### src/rtl/edge_detect_multi.sv
// -----------------------------------------------------------------------------
// edge_detect_multi
//
// Multi-channel edge detector for asynchronous pins or buttons. Each channel:
//   raw input -> flop synchroniser -> stability filter -> filtered level,
//   one-cycle rise/fall pulses and a maskable sticky pending flag.
// The pending flags are OR-reduced into a single interrupt.
//
// Ports:
//   clk        sole clock, rising edge
//   rst        asynchronous, active-high reset
//   sig_in     [CH] raw asynchronous inputs, bit i = channel i
//   pos_en     [CH] a filtered rising edge sets pend[i]
//   neg_en     [CH] a filtered falling edge sets pend[i]
//   clr        [CH] write-1-to-clear for pend, sampled every cycle
//   level_out  [CH] filtered, synchronised level
//   pos_edge   [CH] one-cycle pulse on filtered 0->1 (not masked)
//   neg_edge   [CH] one-cycle pulse on filtered 1->0 (not masked)
//   pend       [CH] sticky pending flags
//   irq        OR of pend
// -----------------------------------------------------------------------------
module edge_detect_multi #(
    parameter int CH          = 4,
    parameter int SYNC_STAGES = 2,
    parameter int FILT_CYC    = 1
) (
    input  logic          clk,
    input  logic          rst,
    input  logic [CH-1:0] sig_in,
    input  logic [CH-1:0] pos_en,
    input  logic [CH-1:0] neg_en,
    input  logic [CH-1:0] clr,
    output logic [CH-1:0] level_out,
    output logic [CH-1:0] pos_edge,
    output logic [CH-1:0] neg_edge,
    output logic [CH-1:0] pend,
    output logic          irq
);

    // The counter only needs to reach FILT_CYC-1; keep at least one bit so
    // FILT_CYC=1 (no filtering) still elaborates cleanly.
    localparam int              CNT_W    = (FILT_CYC > 1) ? $clog2(FILT_CYC) : 1;
    localparam logic [CNT_W-1:0] CNT_LAST = CNT_W'(FILT_CYC - 1);

    genvar gi;
    generate
        for (gi = 0; gi < CH; gi++) begin : g_ch
            logic [SYNC_STAGES-1:0] sync_reg;
            logic [CNT_W-1:0]       cnt_reg;
            logic                   lvl_reg;
            logic                   pos_reg;
            logic                   neg_reg;
            logic                   pend_reg;
            logic                   sync_val;
            logic                   differ;
            logic                   qualified;
            logic                   rise;
            logic                   fall;

            assign sync_val  = sync_reg[SYNC_STAGES-1];
            assign differ    = (sync_val != lvl_reg);
            // The new value has now been seen on FILT_CYC consecutive edges.
            assign qualified = differ && (cnt_reg == CNT_LAST);
            assign rise      = qualified && sync_val;
            assign fall      = qualified && !sync_val;

            always_ff @(posedge clk or posedge rst) begin
                if (rst) begin
                    sync_reg <= '0;
                    cnt_reg  <= '0;
                    lvl_reg  <= 1'b0;
                    pos_reg  <= 1'b0;
                    neg_reg  <= 1'b0;
                    pend_reg <= 1'b0;
                end else begin
                    sync_reg <= {sync_reg[SYNC_STAGES-2:0], sig_in[gi]};

                    // Any return to the current level restarts qualification,
                    // so excursions shorter than FILT_CYC are discarded.
                    if (!differ) begin
                        cnt_reg <= '0;
                    end else if (qualified) begin
                        lvl_reg <= sync_val;
                        cnt_reg <= '0;
                    end else begin
                        cnt_reg <= cnt_reg + CNT_W'(1);
                    end

                    pos_reg <= rise;
                    neg_reg <= fall;

                    // A set on the same edge as a clear wins.
                    pend_reg <= (pend_reg & ~clr[gi])
                              | (pos_en[gi] & rise)
                              | (neg_en[gi] & fall);
                end
            end

            assign level_out[gi] = lvl_reg;
            assign pos_edge[gi]  = pos_reg;
            assign neg_edge[gi]  = neg_reg;
            assign pend[gi]      = pend_reg;
        end
    endgenerate

    // Driven purely from flops, so the interrupt line cannot glitch on
    // input activity.
    assign irq = |pend;

endmodule

### config.mk
export PLATFORM = sky130hd
export DESIGN_NAME = edge_detect_multi
export DESIGN_NICKNAME = d
export VERILOG_FILES = /design/src/rtl/edge_detect_multi.sv
export SDC_FILE = /design/constraint.sdc
export NUM_CORES = 1
export LEC_CHECK = 0
export ABC_AREA = 1
export CAP_MARGIN = 10
export CELL_PAD_IN_SITES_DETAIL_PLACEMENT = 0
export CELL_PAD_IN_SITES_GLOBAL_PLACEMENT = 1
export CORE_MARGIN = 2
export CORE_UTILIZATION = 36
export CTS_CLUSTER_DIAMETER = 40
export CTS_CLUSTER_SIZE = 12
export DETAILED_ROUTE_END_ITERATION = 10
export PLACE_DENSITY = 0.77
export REMOVE_ABC_BUFFERS = 1
export SETUP_SLACK_MARGIN = 0.1
export SKIP_LAST_GASP = 1
export SLEW_MARGIN = 5
export SYNTH_ARGS = -nofsm -noshare
export SYNTH_HDL_FRONTEND = slang
export SYNTH_SLANG_ARGS = --single-unit
### constraint.sdc
create_clock -name clk -period 1.9 [get_ports clk]
set_clock_uncertainty 0.05 [all_clocks]
set_input_delay 0.57 -clock clk [delete_from_list [all_inputs] [get_ports clk]]
set_output_delay 0.57 -clock clk [all_outputs]
set_load 0.02 [all_outputs]
==> metrics.txt <==
status=finished, violations left; violated checks=DRC; crit start category=flip-flop; worst path cell trace=clkdlybuf4s15_1; Antenna Nets Post-Route=0; sequential fraction of the synthesis area=roughly 65%; Post-Syn Area=1085 µm²; Buffers on Ports=34; Yosys reg bits=28; Synth Area in Adders=0%; final setup violation count=0; Worst-Skew Late Latency=0.31 ns; Final Cycle Share=90.75%; Avg Vias per Cell=roughly 4.5; Routed Wire Length=1.679 mm; post-route DRC violation count=3; Setup Crit Path Kind=reg2out; family with the most delay on the worst path=flip-flops; WP data required=between 1 and 1.5 ns; yosys warns=0; RSZ-0062 raised after global routing=no; worst hold path type=reg2reg; Netlist cell types=12; wire per inst=11.05 µm; Die Ht=~60 µm; Starting Density=38.67%; overall routing resource usage=10.37%; floorplan row count=19; largest family of logic cells by synthesized area=buffers and inverters; Clock transition at path regs=0.14 ns; Max Slew Vio Count=0; WHS=a little over 0.3 ns; Final #Nets=140; first-pass GRT wire length=2.711 mm; area grow syn2layout=26.64%; top achievable clock speed=580.0 MHz; TritonRoute pass-1 iters=9; Max Cap Violations=0; worst-path maximum fanout=5; Synth Area in Simple Gates=between 10% and 20%; Synth Area in XOR/XNOR=0%; postcts setup bufs=0; cts-stage hold buffer count=0; n_diodes=0; slowest stage delay, CP=0.46 ns; Num CTS Buffers=3; worst path bufs/invs=1; grt total ovfl=0; min Tclk post-route=1.724 ns; H-tree levels=1; Final HPWL DP=approximately 1.2 mm; clock sinks=28; fraction of synthesized area in multiplexers=0%; Root Driver=clkbuf_4; post-synthesis area per instance=11.42 µm²; Mapped Cells=between 90 and 100; Pwr Density=a little under 900 nW/µm²; crit path capture type=primary output; core area=around 2800 µm²; io pins=35; vias in the first global route=677; final hold vios=0; leakage power=0.0006943 µW; Max IR drop VDD=roughly 0.47 mV; final worst slack=0.1757 ns; maximum clock insertion buffer count=2; ratio of cells with drive above 1 in the final layout=12.40%; DRT iter0 DRCs=17; largest net degree at the start of global routing=29; slowest CP cell=dfrtp_1; Vias=685; CTS tree=built; max FFs per register=8; Total Negative Setup Slacks=0 ns; post-synthesis compound-gate area fraction=1.845%; Die Area=3469 µm²; GP Congestion=0.7307; WP data arrival=1.10 ns; Die W=58.90 µm; post-CTS sizing=17; initial antenna violation count=0; dpl ws=0.2012 ns
[cell families (layout without fill, tap and decap cells)]
logic type,count (synthesis),count (layout)
buf+inv,33,56
other cells,1,4
simple gates,29,29
compound gates,4,4
flops,28,28
[synth_stat cells, drive strengths merged]
library cell	count	share of area, %
nor3	8	5.5
conb	1	0.35
buf	16	11
nor2	4	1.4
or2	4	2.3
nand4	9	5.2
nand3	4	1.8
a21oi	4	1.8
inv	17	5.9
dfrtp	28	65
[power breakdown]
part | internal (µW) | switching, µW | leakage (µW) | total [µW]
Clock | 117 | 161 | 0.0000210 | 278
Sequential | 649 | 42.9 | 0.000344 | 692
Combinational | 105 | 138 | 0.000329 | 244
[layout make-up]
type | instances | area, µm²
timing repair buffer | 35 | 322.8
sequential | 28 | 700.7
tap | 31 | 38.79
fill | 269 | 1431
inverter | 17 | 63.81
clock buffer | 4 | 36.28
multi-input combinational | 37 | 211.5
[layout by cell type (no fill, tap or decap)]
cell             count
nor2_1               4
nand3_1              4
conb_1               4
or2_0                4
a21oi_1              4
nor3_1               4
inv_1               13
clkbuf_2             2
buf_4                1
inv_2                4
clkbuf_8             1
dlygate4sd2_1       12
nor3_2               4
dfrtp_1             28
clkdlybuf4s15_1      3
clkdlybuf4s50_1     17
nand4_1              9
clkbuf_4             3
[through the flow]
stage	cells	total power, µW	instance area (µm²)	util (%)
2_1_floorplan	82	831.1	975.9	-
3_3_place_gp	148	979.5	1363	48.57
3_5_place_dp	148	985.0	1363	48.57
4_1_cts	152	1231	1378	49.11
5_1_grt	152	1280	1374	48.97
6_report	152	1213	1374	48.97
[layer usage]
layer	part of all wire (%)	vias to the layer above	GRT usage, %	wire (µm)
met4	0.60	0	1.299	10
met1	46	318	12.97	779
met5	0	-	0	0
li1	-	338	-	-
met3	9.6	2	5.055	162
met2	43	27	16.83	727
[path summary, 6_finish.rpt]
kind	startpoint	to	slack [ns]	cells after the start
max	g_ch[2].lvl_reg	level_out[2]	0.18	1
min	g_ch[1].sync_reg[0]	g_ch[1].sync_reg[1]	0.31	0
max reg2reg	g_ch[0].sync_reg[1]	g_ch[0].lvl_reg	1.02	2
min reg2reg	g_ch[1].sync_reg[0]	g_ch[1].sync_reg[1]	0.31	0
max in group asynchronous	rst	g_ch[3].neg_reg	1.00	3
min in group asynchronous	rst	g_ch[1].pos_reg	0.54	3
No activity file was read; power rests on OpenSTA's default activity.
